<file path="src/rtl/instr_loader.sv">
// Byte-stream loader for the 16-bit instruction memory: count byte, big-endian word pairs, one write strobe per word.
// Optional LOADER_CHECKSUM_EN adds a trailing XOR checksum byte (CSUM state).
module instr_loader #(
  parameter int MEM_DEPTH = 255,
  parameter int BASE_ADDR = 0
) (
  input  logic        clk,
  input  logic        reset,
  input  logic        start,
  input  logic [7:0]  byte_in,
  input  logic        byte_valid,
  output logic        byte_ready,
  output logic [15:0] instruction_in,
  output logic [7:0]  instruction_add,
  output logic        write_enable,
  output logic        busy,
  output logic        cpu_hold,
  output logic        done,
  output logic        load_err
);

`ifdef LOADER_CHECKSUM_EN
  typedef enum logic [2:0] {S_IDLE, S_COUNT, S_HI, S_LO, S_WRITE, S_CSUM, S_FINISH} state_t;
  localparam state_t S_END = S_CSUM;
`else
  typedef enum logic [2:0] {S_IDLE, S_COUNT, S_HI, S_LO, S_WRITE, S_FINISH} state_t;
  localparam state_t S_END = S_FINISH;
`endif

  // Widest legal word count, kept at 9 bits so the compare against an 8-bit N never overflows.
  localparam logic [8:0] LIMIT = 9'(MEM_DEPTH - BASE_ADDR);
  localparam logic [7:0] BASE  = 8'(BASE_ADDR);

  state_t      state_reg, state_next;
  logic [7:0]  addr_reg;
  logic [7:0]  add_reg;
  logic [7:0]  word_cnt_reg;
  logic [7:0]  n_reg;
  logic [15:0] instr_reg;
  logic        busy_reg;
  logic        err_reg;
  logic        accept;
  logic        range_bad;
`ifdef LOADER_CHECKSUM_EN
  logic [7:0]  csum_reg;
`endif

  assign accept    = byte_valid && byte_ready;
  assign range_bad = {1'b0, byte_in} > LIMIT;

  always_comb begin
    state_next = state_reg;
    byte_ready = 1'b0;
    case (state_reg)
      S_IDLE: begin
        if (start) state_next = S_COUNT;
      end
      S_COUNT: begin
        byte_ready = 1'b1;
        if (byte_valid) begin
          if (byte_in == 8'd0 || range_bad) state_next = S_END;
          else                              state_next = S_HI;
        end
      end
      S_HI: begin
        byte_ready = 1'b1;
        if (byte_valid) state_next = S_LO;
      end
      S_LO: begin
        byte_ready = 1'b1;
        if (byte_valid) state_next = S_WRITE;
      end
      S_WRITE: begin
        if (word_cnt_reg + 8'd1 == n_reg) state_next = S_END;
        else                              state_next = S_HI;
      end
`ifdef LOADER_CHECKSUM_EN
      S_CSUM: begin
        byte_ready = 1'b1;
        if (byte_valid) state_next = S_FINISH;
      end
`endif
      S_FINISH: state_next = S_IDLE;
      default:  state_next = S_IDLE;
    endcase
  end

  always_ff @(posedge clk or posedge reset) begin
    if (reset) begin
      state_reg    <= S_IDLE;
      addr_reg     <= BASE;
      add_reg      <= 8'd0;
      word_cnt_reg <= 8'd0;
      n_reg        <= 8'd0;
      instr_reg    <= 16'd0;
      busy_reg     <= 1'b0;
      err_reg      <= 1'b0;
`ifdef LOADER_CHECKSUM_EN
      csum_reg     <= 8'd0;
`endif
    end else begin
      state_reg <= state_next;
      case (state_reg)
        S_IDLE: begin
          if (start) begin
            busy_reg     <= 1'b1;
            err_reg      <= 1'b0;
            addr_reg     <= BASE;
            word_cnt_reg <= 8'd0;
          end
        end
        S_COUNT: begin
          if (accept) begin
            n_reg <= byte_in;
            if (range_bad) err_reg <= 1'b1;
`ifdef LOADER_CHECKSUM_EN
            csum_reg <= byte_in;
`endif
          end
        end
        S_HI: begin
          if (accept) begin
            instr_reg[15:8] <= byte_in;
`ifdef LOADER_CHECKSUM_EN
            csum_reg <= csum_reg ^ byte_in;
`endif
          end
        end
        S_LO: begin
          // Address is latched here so it is stable for the whole WRITE cycle and held afterwards.
          if (accept) begin
            instr_reg[7:0] <= byte_in;
            add_reg        <= addr_reg;
`ifdef LOADER_CHECKSUM_EN
            csum_reg <= csum_reg ^ byte_in;
`endif
          end
        end
        S_WRITE: begin
          addr_reg     <= addr_reg + 8'd1;
          word_cnt_reg <= word_cnt_reg + 8'd1;
        end
`ifdef LOADER_CHECKSUM_EN
        S_CSUM: begin
          if (accept && byte_in != csum_reg) err_reg <= 1'b1;
        end
`endif
        S_FINISH: busy_reg <= 1'b0;
        default: ;
      endcase
    end
  end

  assign instruction_in  = instr_reg;
  assign instruction_add = add_reg;
  assign write_enable    = (state_reg == S_WRITE);
  assign done            = (state_reg == S_FINISH);
  assign busy            = busy_reg;
  assign cpu_hold        = busy_reg;
  assign load_err        = err_reg;

endmodule

</file>
<file path="config.mk">
export PLATFORM = sky130hd
export DESIGN_NAME = instr_loader
export DESIGN_NICKNAME = d
export VERILOG_FILES = /design/src/rtl/instr_loader.sv
export SDC_FILE = /design/constraint.sdc
export NUM_CORES = 1
export LEC_CHECK = 0
export BUFFER_PORTS_ARGS = -buffer_cell sky130_fd_sc_hd__buf_2
export CAP_MARGIN = 20
export CORE_ASPECT_RATIO = 1.75
export CORE_MARGIN = 2
export CORE_UTILIZATION = 50
export CTS_CLUSTER_SIZE = 20
export DETAILED_ROUTE_END_ITERATION = 10
export PLACE_DENSITY_LB_ADDON = 0.08
export SYNTH_ARGS = -nofsm -noshare
export SYNTH_HDL_FRONTEND = slang
export SYNTH_SLANG_ARGS = --single-unit
</file>
<file path="constraint.sdc">
create_clock -name clk -period 1.7 [get_ports clk]
set_clock_uncertainty 0.1 [all_clocks]
set_input_delay 0.255 -clock clk [delete_from_list [all_inputs] [get_ports clk]]
set_output_delay 0.255 -clock clk [all_outputs]
set_load 0.005 [all_outputs]
</file>
# [Yosys cells after proc, flatten, opt, wreduce, memory -nomap -nowiden]
# Index checks and enable logic that the tools add are counted.
[op_classes] add_sub_neg=2 eq_ne=10 mux=13 reduce_logical=12
[op_table] cell="$pmux 8 s2" count=2
[op_table] cell="$mux 3" count=6
[op_table] cell="$add 8x1->8 const B" count=2
[op_table] cell="$pmux 3 s5" count=1
[op_table] cell="$reduce_and 2->1" count=5
[op_table] cell="$eq 8x8->1" count=1
[op_table] cell="$logic_not 8->1" count=1
[op_table] cell="$mux 8" count=1
[op_table] cell="$ne 2x2->1 const B" count=4
[op_table] cell="$eq 3x2->1 const B" count=2
[op_table] cell="$eq 3x3->1 const B" count=2
[op_table] cell="$reduce_and 4->1" count=1
[op_table] cell="$reduce_bool 2->1" count=2
[op_table] cell="$eq 3x1->1 const B" count=1
[op_table] cell="$logic_not 3->1" count=1
[op_table] cell="$reduce_or 3->1" count=1
[op_table] cell="$mux 1" count=2
[op_table] cell="$pmux 1 s2" count=1
[op_table] cell="$logic_and 1x1->1" count=1
[totals] regBits=52 in_bits=12 output_inout_bits=30 word_cells=45

# [Logic depth before layout (Yosys ltp)]
[logic_depth] word_depth=5 depth_mapped=7 ltp_nobuf=6

# [Worst setup path before layout]
# No wires, ideal clock.
[synth_path] path_kind="register to register" start="register word_cnt_reg[0]" end="register state_reg[1]" setup_ns=0.124 arrival_ns=1.531 required_ns=1.476 slack_ns=-0.054 stages_incl_launch_ff=7 path_buffers=0 period_less_slack_ns=1.754 path_cell_list="dfrtp_1 ha_1 nand3_1 nor2_1 xnor2_1 nand4_1 a211o_1"
[synth_between] elab_chain_cells=4
[synth_lines] item="start, declared" line="37" source="logic [7:0] word_cnt_reg;"
[synth_lines] item="start signal, assigned" line="141" source="word_cnt_reg <= word_cnt_reg + 8'd1;"
[synth_lines] item="$add 8x1->8" line="74" source="if (word_cnt_reg + 8'd1 == n_reg) state_next = S_END;"
[synth_lines] item="$eq 8x8->1" line="74"
[synth_lines] item="$mux 3" line="74"
[synth_lines] item="$pmux 3 s5" line="54" source="case (state_reg)"
[synth_lines] item="end signal, assigned" line="102" source="state_reg <= state_next;"
[synth_lines] item="end, declared" line="34" source="state_t state_reg, state_next;"
# Every way passes these cells.
# A chain may end at the register's enable or synchronous reset.

# [Worst setup path after layout]
[layout_path] start="register word_cnt_reg[4]" end="register state_reg[1]"
# The elaborated chain is that of the path after synthesis.

==> results.md <==
* Run status: complete, no violations
* Synth Area in Adders at 1.03%
* Port-buffer cells at 40
* Final Setup Violations at 0
* FP Rows at 33
* Synthesis Warnings at 0
* XOR/XNOR share of the synthesized area at 4.67%
* Largest net degree at the start of global routing at 53
* GPL Wtd Cong at 0.805
* Clock Latency Late Sink at 0.30 ns
* Residual DRC count at 0
* Post-Place Cell Area at 2950 um2
* TritonCTS clock tree: yes
* Compound-Gate Fraction of Synth Area at 8.88%
* WL final at 5370 um
* Syn-to-layout area delta at 28.9%
* DIE HEIGHT at 96.4 um
* Commonest non-fill, non-tap cell in the layout: dfrtp_1
* Die W at 56.8 um
* Avg Cell Area, Syn at 11.5 um2
* Global-route wire length before repair at 8920 um
* Fin crit share at 99.7%
* CTS Buf Count at 5
* Fmax at 590 MHz
* Starting Density at 51.8%
* Max incr delay on CP at 0.45 ns
* Crit path cell chain: nand2_2 > nor3_2 > buf_4 > xnor2_1 > nand4_1 > a211o_1
* Core Box Area at 4710 um2
* Peak VDD IR at 915 uV
* Iteration-0 DRC Markers at 52
* Antenna Nets Post-Route at 0
* H-tree levels at 2
* Die area at 5470 um2
* CP Class: reg2reg
* Share of layout cells above drive strength 1 at 46.7%
* Post-synth ARST share at 100%
* Largest register FFs at 16
* Register area share after synthesis at 53.4%
* Worst Path Required at 1.79 ns
* Via count of the first global-routing pass at 1985
* Hold Vio Cnt, Final at 0
* Post-route design area at 3140 um2
* Top Ports at 42
* Worst path arrival time at 1.79 ns
* Via/cell ratio at 5.45
* Initial antenna violation count at 0
* Commonest non-fill, non-tap cells in the layout: 50 x dfrtp_1, 40 x buf_2, 37 x buf_4, 31 x mux2_2, 20 x o21ai_0
* Mux share of post-synthesis cell area at 15.2%
* Post-route insts no fill at 341
* Largest family of logic cells by synthesized area: multiplexers
* Power Total at 4310 uW
* Antenna fix cells at 0
* Cells after DPL at 329
* Routed WL per cell at 15.8 um
* Seq cells post-synth at 52
* Via count at 1860
* Pre-antenna DRT Iters at 4
* Yosys cell types at 43
* CTS clk-pin slew, worst paths at 0.09 ns
* Power Dens Cells at 1370 nW/um2
* Max-slew violations at 0
* Max-Cap Viols at 0
* Maximum clock path buffer count at 2
* Worst Hold Class: in2reg
* Unrepaired setup endpoints after global routing: yes
* Crit Path Max Fanout at 4
* Hpwl dp at 3900 um
* Lkg Pwr at 0.00151 uW
* Grt total ovfl at 0
* Synth Area in Simple Gates at 13.3%
* Fin util at 66.8%
* Startpoint Class: flip-flop
* Slowest cell on crit path: dfrtp_1
* CTS root buffer: clkbuf_8
* Tmin final at 1.70 ns
* GRT Util Overall at 21.1%
* CTS sink count at 52
* Number of synthesized flops with an enable pin at 0
* Post-Syn Area at 2440 um2
* CP endpoint kind: flip-flop
* Post-Synthesis Cells at 212
* Nets at 302
* Synthesized net count at 226
* Synth Flop Type: dfrtp_1
[layout make-up]
class	count	area [um2]
tap	52	65.1
timing repair buffer	80	528
clock buffer	5	68.8
inverter	4	15.0
clock inverter	3	42.5
sequential	52	1300
multi-input combinational	145	1120
fill	402	1560
[per-stage QoR]
step / worst slack (ns) / setup TNS, ns / hold slack, ns
after floorplan: 0.0305 / 0 / 0.305
after global placement: -0.0771 / -0.0771 / 0.221
after detailed placement: -0.102 / -0.102 / 0.220
after CTS: -0.00357 / -0.00357 / 0.139
after global routing: -0.0765 / -0.191 / 0.158
final: 0.00490 / 0 / 0.141
[final timing paths]
| check | slack, ns | end | start | cells after the start |
|---|---|---|---|---|
| setup / recovery | 0.005 | state_reg[1] | word_cnt_reg[4] | 6 |
| hold / removal | 0.14 | n_reg[5] | byte_in[5] | 2 |
| setup reg to reg | 0.005 | state_reg[1] | word_cnt_reg[4] | 6 |
| hold reg to reg | 0.38 | addr_reg[7] | addr_reg[7] | 1 |
| max in group asynchronous | 0.82 | word_cnt_reg[1] | reset | 4 |
| min in group asynchronous | 0.42 | busy | reset | 4 |
[logic make-up (layout without fill, tap and decap cells)]
group	after synthesis	after routing
buffers and inverters	15	92
adders and majority gates	2	2
AOI/OAI and AO/OA	36	36
muxes	33	33
other	1	1
and+or+nand+nor	60	60
DFF	52	52
xor gates and xnor gates	13	13
[critical path, delay by kind of cell (launching register included)]
family / cells / cell delay (ns)
AO/OA/AOI/OAI: 1 / 0.30
XOR/XNOR: 1 / 0.13
buffers and inverters: 1 / 0.14
flip-flops: 1 / 0.45
AND/OR/NAND/NOR: 3 / 0.46
[Yosys cell counts, types with 2 or more instances]
library cell | n | share of area [%]
o31ai_1 | 2 | 0.62
inv_1 | 4 | 0.62
a21oi_1 | 2 | 0.41
buf_4 | 3 | 0.92
nor4_1 | 2 | 0.51
nor2_1 | 12 | 1.8
nand4_1 | 3 | 0.77
dfrtp_1 | 52 | 53
nand3_1 | 9 | 1.8
xor2_1 | 8 | 2.9
and3_1 | 2 | 0.51
o21ai_0 | 22 | 4.5
ha_1 | 2 | 1.0
mux2_2 | 31 | 14
buf_2 | 6 | 1.2
xnor2_1 | 5 | 1.8
nor3_1 | 4 | 0.82
a22o_1 | 2 | 0.72
nor4bb_1 | 2 | 0.82
nand2_1 | 16 | 2.5
[per-layer routing]
| layer | GRT usage [%] | up-vias | wire length, um |
|---|---|---|---|
| met4 | 9.50 | 0 | 129 |
| met5 | 0 | - | 0 |
| met3 | 3.33 | 12 | 144 |
| li1 | - | 901 | - |
| met2 | 40.9 | 41 | 3030 |
| met1 | 21.9 | 906 | 2070 |
[power breakdown]
group          total, uW  internal (uW)  switching, uW
registers           1930           1640            299
logic               1540            895            643
clock network        833            436            397
total               4310           2970           1340
[repair_timing]
action | CTS | global route
pin swaps | 3 | 2
endpoints found under the hold margin | 52 | 0
endpoints found under the setup margin | 3 | 8
hold buffers | 1 | 0
resized for setup | 4 | 9
setup buffers | 3 | 0
(Power assumes the default switching activity.)
